## src/rtl/oled_pkg.sv

```systemverilog
// rtl/oled_pkg.sv - shared constants and types for the OLED digit formatter
//
// Purpose: resource codes, block index/code widths, converter step count and
// the formatter state type, shared by oled_digit_formatter and bin2bcd_seq.
// Ports: none (package).
package oled_pkg;

  localparam int BLK_INDEX_W = 4;
  localparam int CODE_W      = 5;
  localparam int BCD_STEPS   = 16;

  localparam logic [CODE_W-1:0] CODE_BLANK = 5'd10;

  // Resource codes for the decimal glyphs 0..9.
  localparam logic [CODE_W-1:0] CODE_DIGIT [10] = '{
    5'd0, 5'd1, 5'd2, 5'd3, 5'd4, 5'd5, 5'd6, 5'd7, 5'd8, 5'd9
  };

  localparam logic [15:0] VALUE_MAX = 16'd9999;

  typedef enum logic [1:0] {
    ST_IDLE    = 2'd0,
    ST_CONVERT = 2'd1,
    ST_EMIT    = 2'd2
  } state_e;

  // Map one BCD digit to its glyph code, or to the blank glyph when it is a
  // leading zero. Non-decimal nibbles cannot come out of the converter, but
  // they map to blank rather than to a bogus glyph.
  function automatic logic [CODE_W-1:0] digit_code(input logic [3:0] bcd,
                                                   input logic       blank);
    if (blank || (bcd > 4'd9)) begin
      return CODE_BLANK;
    end
    return CODE_DIGIT[bcd];
  endfunction

endpackage

```

## src/rtl/bin2bcd_seq.sv

```systemverilog
// rtl/bin2bcd_seq.sv - sequential 14-bit binary to 4-digit BCD converter
//
// Purpose: double-dabble converter; one shift-add-3 step per clock, 16 steps
// per conversion. A start pulse loads the operand; done_o pulses for one cycle
// on the edge after the 16th step, with bcd_o holding the result.
// Ports:
//   clk_i    in   clock
//   rst_ni   in   asynchronous active-low reset
//   start_i  in   load bin_i and begin a conversion
//   bin_i    in   14-bit binary operand (<= 9999 for a 4-digit result)
//   done_o   out  one-cycle pulse, result valid on bcd_o
//   bcd_o    out  four BCD digits, most significant in [15:12]
module bin2bcd_seq
  import oled_pkg::*;
(
  input  logic        clk_i,
  input  logic        rst_ni,
  input  logic        start_i,
  input  logic [13:0] bin_i,
  output logic        done_o,
  output logic [15:0] bcd_o
);

  logic [15:0] bin_q, bin_d;
  logic [15:0] bcd_q, bcd_d;
  logic [3:0]  cnt_q, cnt_d;
  logic        running_q, running_d;
  logic        done_q, done_d;
  logic [15:0] bcd_adj;

  // Add-3 correction on every nibble that would overflow past 9 once doubled.
  always_comb begin
    bcd_adj = bcd_q;
    for (int i = 0; i < 4; i++) begin
      if (bcd_q[4*i +: 4] >= 4'd5) begin
        bcd_adj[4*i +: 4] = bcd_q[4*i +: 4] + 4'd3;
      end
    end
  end

  // The operand is zero-extended to 16 bits, so all 16 steps are shifts of
  // real data and the latency is fixed regardless of operand width.
  always_comb begin
    bin_d     = bin_q;
    bcd_d     = bcd_q;
    cnt_d     = cnt_q;
    running_d = running_q;
    done_d    = 1'b0;
    if (start_i) begin
      bin_d     = {2'b00, bin_i};
      bcd_d     = '0;
      cnt_d     = '0;
      running_d = 1'b1;
    end else if (running_q) begin
      {bcd_d, bin_d} = {bcd_adj, bin_q} << 1;
      cnt_d          = cnt_q + 4'd1;
      if (cnt_q == 4'(BCD_STEPS - 1)) begin
        running_d = 1'b0;
        done_d    = 1'b1;
      end
    end
  end

  always_ff @(posedge clk_i or negedge rst_ni) begin
    if (!rst_ni) begin
      bin_q     <= '0;
      bcd_q     <= '0;
      cnt_q     <= '0;
      running_q <= 1'b0;
      done_q    <= 1'b0;
    end else begin
      bin_q     <= bin_d;
      bcd_q     <= bcd_d;
      cnt_q     <= cnt_d;
      running_q <= running_d;
      done_q    <= done_d;
    end
  end

  assign done_o = done_q;
  assign bcd_o  = bcd_q;

endmodule

```

## src/rtl/oled_digit_formatter.sv

```systemverilog
// rtl/oled_digit_formatter.sv - AHB slave that turns a number into four OLED digit block writes
//
// Purpose: a word-0 write supplies a value and a field number; the value is
// saturated to 9999, converted to BCD and emitted MSD first as four block
// writes (index = field*4 + digit) with leading zeros blanked. Word 1 reads
// {overrun, busy}; the read clears overrun.
// Ports:
//   HCLK, HRESETn        clock, asynchronous active-low reset
//   HSEL, HREADY, HWRITE, HADDR, HWDATA, HTRANS   AHB slave inputs
//   HRDATA, HREADYOUT    AHB slave outputs (no wait states)
//   blk_valid, blk_index, blk_code   block write request to the OLED manager
//   blk_ready            OLED manager accepts the block write
module oled_digit_formatter
  import oled_pkg::*;
#(
  parameter int FIELD_COUNT = 4,
  parameter int DIGITS      = 4,
  parameter int CODE_WIDTH  = 5
) (
  input  logic                   HCLK,
  input  logic                   HRESETn,
  input  logic                   HSEL,
  input  logic                   HREADY,
  input  logic                   HWRITE,
  input  logic [31:0]            HADDR,
  input  logic [31:0]            HWDATA,
  input  logic [1:0]             HTRANS,
  output logic [31:0]            HRDATA,
  output logic                   HREADYOUT,
  output logic                   blk_valid,
  output logic [BLK_INDEX_W-1:0] blk_index,
  output logic [CODE_WIDTH-1:0]  blk_code,
  input  logic                   blk_ready
);

  localparam int FIELD_W = $clog2(FIELD_COUNT);

  // Registered AHB address phase.
  logic                   ph_valid_q, ph_valid_d;
  logic                   ph_write_q, ph_write_d;
  logic [1:0]             ph_addr_q,  ph_addr_d;

  state_e                 state_q, state_d;
  logic                   overrun_q, overrun_d;
  logic [FIELD_W-1:0]     field_q, field_d;
  logic [3:0][CODE_W-1:0] codes_q, codes_d;
  logic [1:0]             dig_q, dig_d;
  logic                   blk_valid_q, blk_valid_d;
  logic [BLK_INDEX_W-1:0] blk_index_q, blk_index_d;
  logic [CODE_W-1:0]      blk_code_q, blk_code_d;

  logic                   wr_word0, accept, drop, status_rd, busy;
  logic [13:0]            sat_value;
  logic                   bcd_start, bcd_done;
  logic [15:0]            bcd;
  logic [3:0][3:0]        bcd_digit;
  logic [2:0]             lead_zero;
  logic [3:0][CODE_W-1:0] new_codes;
  logic [1:0]             dig_next;
  logic                   unused_bits;

  function automatic logic [BLK_INDEX_W-1:0] block_of(input logic [FIELD_W-1:0] field,
                                                      input logic [1:0]         dig);
    return BLK_INDEX_W'(field) * BLK_INDEX_W'(DIGITS) + BLK_INDEX_W'(dig);
  endfunction

  assign busy      = (state_q != ST_IDLE);
  assign wr_word0  = ph_valid_q && ph_write_q && (ph_addr_q == 2'd0);
  assign accept    = wr_word0 && !busy;
  assign drop      = wr_word0 && busy;
  assign status_rd = ph_valid_q && !ph_write_q && (ph_addr_q == 2'd1);

  // Saturate before conversion so the converter only ever sees 4-digit values.
  assign sat_value = (HWDATA[15:0] > VALUE_MAX) ? VALUE_MAX[13:0] : HWDATA[13:0];
  assign bcd_start = accept;

  bin2bcd_seq u_bin2bcd (
    .clk_i   (HCLK),
    .rst_ni  (HRESETn),
    .start_i (bcd_start),
    .bin_i   (sat_value),
    .done_o  (bcd_done),
    .bcd_o   (bcd)
  );

  // Glyph codes for the fresh result; a digit is blanked only when it and
  // every digit to its left are zero, and the last digit always shows.
  always_comb begin
    bcd_digit[0] = bcd[15:12];
    bcd_digit[1] = bcd[11:8];
    bcd_digit[2] = bcd[7:4];
    bcd_digit[3] = bcd[3:0];
    lead_zero[0] = (bcd_digit[0] == 4'd0);
    lead_zero[1] = lead_zero[0] && (bcd_digit[1] == 4'd0);
    lead_zero[2] = lead_zero[1] && (bcd_digit[2] == 4'd0);
    new_codes[0] = digit_code(bcd_digit[0], lead_zero[0]);
    new_codes[1] = digit_code(bcd_digit[1], lead_zero[1]);
    new_codes[2] = digit_code(bcd_digit[2], lead_zero[2]);
    new_codes[3] = digit_code(bcd_digit[3], 1'b0);
  end

  assign dig_next = dig_q + 2'd1;

  always_comb begin
    ph_valid_d  = HREADY && HSEL && (HTRANS != 2'b00);
    ph_write_d  = HWRITE;
    ph_addr_d   = HADDR[3:2];
    state_d     = state_q;
    overrun_d   = overrun_q;
    field_d     = field_q;
    codes_d     = codes_q;
    dig_d       = dig_q;
    blk_valid_d = blk_valid_q;
    blk_index_d = blk_index_q;
    blk_code_d  = blk_code_q;

    if (status_rd) begin
      overrun_d = 1'b0;
    end
    if (drop) begin
      overrun_d = 1'b1;
    end

    case (state_q)
      ST_IDLE: begin
        if (accept) begin
          field_d = HWDATA[16 +: FIELD_W];
          state_d = ST_CONVERT;
        end
      end
      ST_CONVERT: begin
        if (bcd_done) begin
          codes_d     = new_codes;
          dig_d       = 2'd0;
          blk_valid_d = 1'b1;
          blk_index_d = block_of(field_q, 2'd0);
          blk_code_d  = new_codes[0];
          state_d     = ST_EMIT;
        end
      end
      ST_EMIT: begin
        if (blk_valid_q && blk_ready) begin
          if (dig_q == 2'd3) begin
            blk_valid_d = 1'b0;
            state_d     = ST_IDLE;
          end else begin
            dig_d       = dig_next;
            blk_index_d = block_of(field_q, dig_next);
            blk_code_d  = codes_q[dig_next];
          end
        end
      end
      default: begin
        state_d = ST_IDLE;
      end
    endcase
  end

  always_ff @(posedge HCLK or negedge HRESETn) begin
    if (!HRESETn) begin
      ph_valid_q  <= 1'b0;
      ph_write_q  <= 1'b0;
      ph_addr_q   <= '0;
      state_q     <= ST_IDLE;
      overrun_q   <= 1'b0;
      field_q     <= '0;
      codes_q     <= '0;
      dig_q       <= '0;
      blk_valid_q <= 1'b0;
      blk_index_q <= '0;
      blk_code_q  <= '0;
    end else begin
      ph_valid_q  <= ph_valid_d;
      ph_write_q  <= ph_write_d;
      ph_addr_q   <= ph_addr_d;
      state_q     <= state_d;
      overrun_q   <= overrun_d;
      field_q     <= field_d;
      codes_q     <= codes_d;
      dig_q       <= dig_d;
      blk_valid_q <= blk_valid_d;
      blk_index_q <= blk_index_d;
      blk_code_q  <= blk_code_d;
    end
  end

  // Read data is driven during the data phase straight from the registered
  // address phase, so it is zero whenever that phase is cleared by reset.
  assign HRDATA    = status_rd ? {30'b0, overrun_q, busy} : 32'b0;
  assign HREADYOUT = 1'b1;
  assign blk_valid = blk_valid_q;
  assign blk_index = blk_index_q;
  assign blk_code  = CODE_WIDTH'(blk_code_q);

  assign unused_bits = ^{HADDR[31:4], HADDR[1:0], HWDATA[31:16+FIELD_W]};

endmodule

```

## config.mk

```make
export PLATFORM = sky130hd
export DESIGN_NAME = oled_digit_formatter
export DESIGN_NICKNAME = d
export VERILOG_FILES = /design/src/rtl/oled_pkg.sv /design/src/rtl/bin2bcd_seq.sv /design/src/rtl/oled_digit_formatter.sv
export SDC_FILE = /design/constraint.sdc
export NUM_CORES = 1
export LEC_CHECK = 0
export CORE_UTILIZATION = 50
export CTS_BUF_LIST = sky130_fd_sc_hd__clkbuf_8
export CTS_CLUSTER_DIAMETER = 30
export CTS_CLUSTER_SIZE = 16
export DETAILED_ROUTE_END_ITERATION = 7
export MAX_ROUTING_LAYER = met4
export PLACE_DENSITY = 0.83
export RECOVER_POWER = 100
export SETUP_SLACK_MARGIN = 0.5
export SLEW_MARGIN = 20
export SYNTH_ARGS = -nofsm -noshare
export SYNTH_HDL_FRONTEND = slang
export SYNTH_SLANG_ARGS = --single-unit
```

## constraint.sdc

```tcl
create_clock -name HCLK -period 2.05 [get_ports HCLK]
set_clock_uncertainty 0.1 [all_clocks]
set_input_delay 0.3075 -clock HCLK [delete_from_list [all_inputs] [get_ports HCLK]]
set_output_delay 0.3075 -clock HCLK [all_outputs]
set_load 0.1 [all_outputs]
```

==> flow_metrics.py <==
metrics = {
    "sta": {
        "hold_viol": 0,
        "fin_crit_ps": 1930,
        "rsz0062_at_grt": "true",
        "fmax_mhz": 518,
        "worst_pin_slew_ps": 977,
        "slew_headroom_pct": 34.9,
        "setup_tns_ps": 0,
        "setup_viol": 0,
        "timing.final.crit_share_pct": 94.2,
        "maxSlewViolCount": 0,
    },
    "power": {
        "p_comb_share_pct": 51.9,
        "power_switching_mw": 3.16,
        "powerDensity_mw_per_mm2": 1380,
        "p_clk_share_pct": 15.9,
        "static-leakage-power_nw": 2.35,
        "cell_internal_pwr_mw": 4.11,
        "seqPwrFrac_pct": 32.2,
        "netSwitchingFraction_pct": 43.5,
        "total_power_mw": 7.27,
        "max-vdd-ir-drop_mv": 0.749,
    },
    "critical_path": {
        "start_kind": "flop",
        "cp.arrival_ps": 2070,
        "crit_fanout": 9,
        "crit_path_end_kind": "flop",
        "criticalPathCategory": "flop to flop",
        "required_ps": 2190,
    },
    "routing": {
        "dr.max_layer_used": "met4",
        "vias": 3328,
        "drc": 0,
        "dr.pass1.iters": 4,
        "ant_nets": 0,
        "wirelength_um": 9790,
        "wire_per_inst_um": 16.2,
        "wl_met2_um": 5220,
        "wl_met3_um": 431,
        "routed_via_density": 5.51,
        "wl_met1_um": 3870,
        "drt_iter0_drc": 233,
    },
    "yosys": {
        "yosys_warnings": 0,
        "ys_seq_area_share_pct": 44.6,
        "synthFlopType": "dfrtp_1",
        "synth.distinct_cells": 60,
        "synth_top_area_share_pct": 44.6,
        "yosysTopAreaCell": "dfrtp_1",
        "synthMostInstantiatedCell": "dfrtp_1",
        "synth_async_sr_flop_share_pct": 100,
        "synth.area.top_cells": "dfrtp_1 (45%), buf_4 (6.3%), mux2i_1 (5.0%), a21oi_1 (4.3%), ha_1 (3.7%)",
        "syn_area_per_cell_sq_um": 9.74,
        "ys_seq_elements": 72,
        "synthTopCellsByCount": "dfrtp_1 (72), nand2_1 (38), a21oi_1 (35)",
        "synth-edff-count": 0,
        "synth_area_sq_mm": 0.00404,
        "synthCells": 415,
    },
    "placed_design": {
        "port_buffers": 38,
        "place_area_sq_mm": 0.00447,
        "hpwl_um": 5220,
        "gp_congestion": 0.830,
    },
    "clock_tree": {
        "cts_buffers": 9,
        "clkTransAtPathRegs_ps": 70,
        "cts_num_sinks": 72,
        "clockBufferDepth": 2,
        "worstSkewPairLatency_ps": 350,
        "cts_tree": "yes",
        "h-tree-depth": 3,
        "cts-root-buf": "clkbuf_8",
    },
    "min_path": {
        "min_path_type": "primary input to flop",
    },
    "floorplan": {
        "ioPinCount": 115,
        "die_y_um": 91.9,
        "design.die.area_sq_mm": 0.00845,
        "fp-row-count": 32,
        "start_util_pct": 52.1,
        "fp.dieW_um": 91.9,
        "core_area_sq_mm": 0.00777,
    },
    "final_layout": {
        "final_nets": 581,
        "stdcell_area_sq_mm": 0.00527,
        "area_growth_pct": 30.4,
        "drive_above_1_share_pct": 29.1,
        "fill_cells": 583,
        "antenna_cells": 0,
    },
    "global_routing": {
        "grt_first_pass_wirelength_um": 14800,
        "grt_max_degree": 73,
        "grt-ovfl-total": 0,
        "antenna_found_initial": 0,
        "grt_pass1_vias": 3204,
        "grt_usage_pct": 23.2,
    },
    "flow_run": {
        "maxCapViolations": 0,
    },
    "run_status": {
        "status": "completed",
    },
}
[cell type report]
cell class	count	area (sq um)	share of cell area, %
multi-input cells	306	2170	41.2
flip-flops and latches	72	1810	34.4
repair buffers	96	907	17.2
clock buffers	11	151	2.87
well taps	102	128	2.42
clock inverters	5	55.1	1.04
inverters	12	45.0	0.854
[cells by family after synthesis]
family	after synthesis	synth area share, %
and+or+nand+nor	132	17.2
AOI/OAI and AO/OA	96	15.2
DFF	72	44.6
buffers and inverters	67	10.4
muxes	27	7.27
adders and majority gates	12	3.71
xor gates and xnor gates	7	1.52
other	2	0.186
[state kept, by name, indices dropped and copies added (netlist names), 2 cells and up]
name / cells
u_bin2bcd.cnt_q: 4
blk_index: 3
u_bin2bcd.bcd_o: 16
blk_code: 4
ph_addr_q: 2
u_bin2bcd.bin_q: 16
codes_q: 16
state_q: 2
field_q: 2
[worst max-delay path: stages (launching register included)]
cell,delay (ps)
dfrtp_1,460
buf_6,140
and3b_1,340
clkbuf_1,400
mux2_2,380
[metal layers]
metal  track usage, %  vias to the layer above
met5                -                        -
met4             8.72                        0
met3             6.63                       26
met2             39.6                      117
met1             25.6                     1633
li1                 -                     1552
[cells in the final DEF (no fill, tap or decap), drive strengths merged, types with 4 or more instances in the layout]
| cell | n |
|---|---|
| nand2 | 38 |
| buf | 52 |
| clkdlybuf4s50 | 21 |
| conb | 32 |
| or3 | 4 |
| o21ai | 27 |
| nor2b | 6 |
| clkbuf | 28 |
| nand3 | 12 |
| nor3b | 6 |
| a31oi | 6 |
| dlygate4sd3 | 5 |
| inv | 12 |
| dfrtp | 72 |
| nand2b | 9 |
| nor2 | 26 |
| ha | 12 |
| xnor2 | 5 |
| mux2i | 20 |
| mux2 | 6 |
| nor3 | 11 |
| a21oi | 36 |
| a31o | 4 |
[power groups by stage]
stage,Combinational (mW),Clock (mW),Sequential (mW)
global placement,2.75,0,2.34
global route,4.07,1.23,2.40
floorplan,2.17,0,2.53
finish,3.77,1.16,2.34
CTS,3.45,1.17,2.32
detailed placement,2.84,0,2.37
[timing repair]
| action | in CTS | in global routing |
|---|---|---|
| setup buffers | 29 | 16 |
| resized for setup | 54 | 39 |
| setup endpoints to repair | 38 | 54 |
| hold buffers | 1 | 0 |
| endpoints found under the hold margin | 72 | 0 |
| pin swaps | 21 | 22 |
| cloned | 2 | 1 |
[stage by stage]
stage	std cells	worst slack (ps)	hold WS, ps	utilization [%]
finish	604	119	157	67.9
global route	604	47.7	159	67.9
CTS	587	148	278	66.3
detailed placement	539	101	267	57.6
global placement	539	146	263	57.6
floorplan	445	144	-88.1	-
[final timing paths]
kind | cells past startpoint | to | startpoint | slack [ps]
max | 4 | codes_q[6]$_DFFE_PN0P_ | state_q[0]$_DFFE_PN0P_ | 120
min | 2 | u_bin2bcd.bin_q[5]$_DFFE_PN0P_ | HWDATA[5] | 160
max reg2reg | 4 | codes_q[6]$_DFFE_PN0P_ | state_q[0]$_DFFE_PN0P_ | 120
min reg2reg | 2 | codes_q[15]$_DFFE_PN0P_ | codes_q[15]$_DFFE_PN0P_ | 360
max in group asynchronous | 3 | blk_index[1]$_DFFE_PN0P_ | HRESETn | 480
min in group asynchronous | 3 | state_q[0]$_DFFE_PN0P_ | HRESETn | 660
Power figures use the tool's default switching activity.
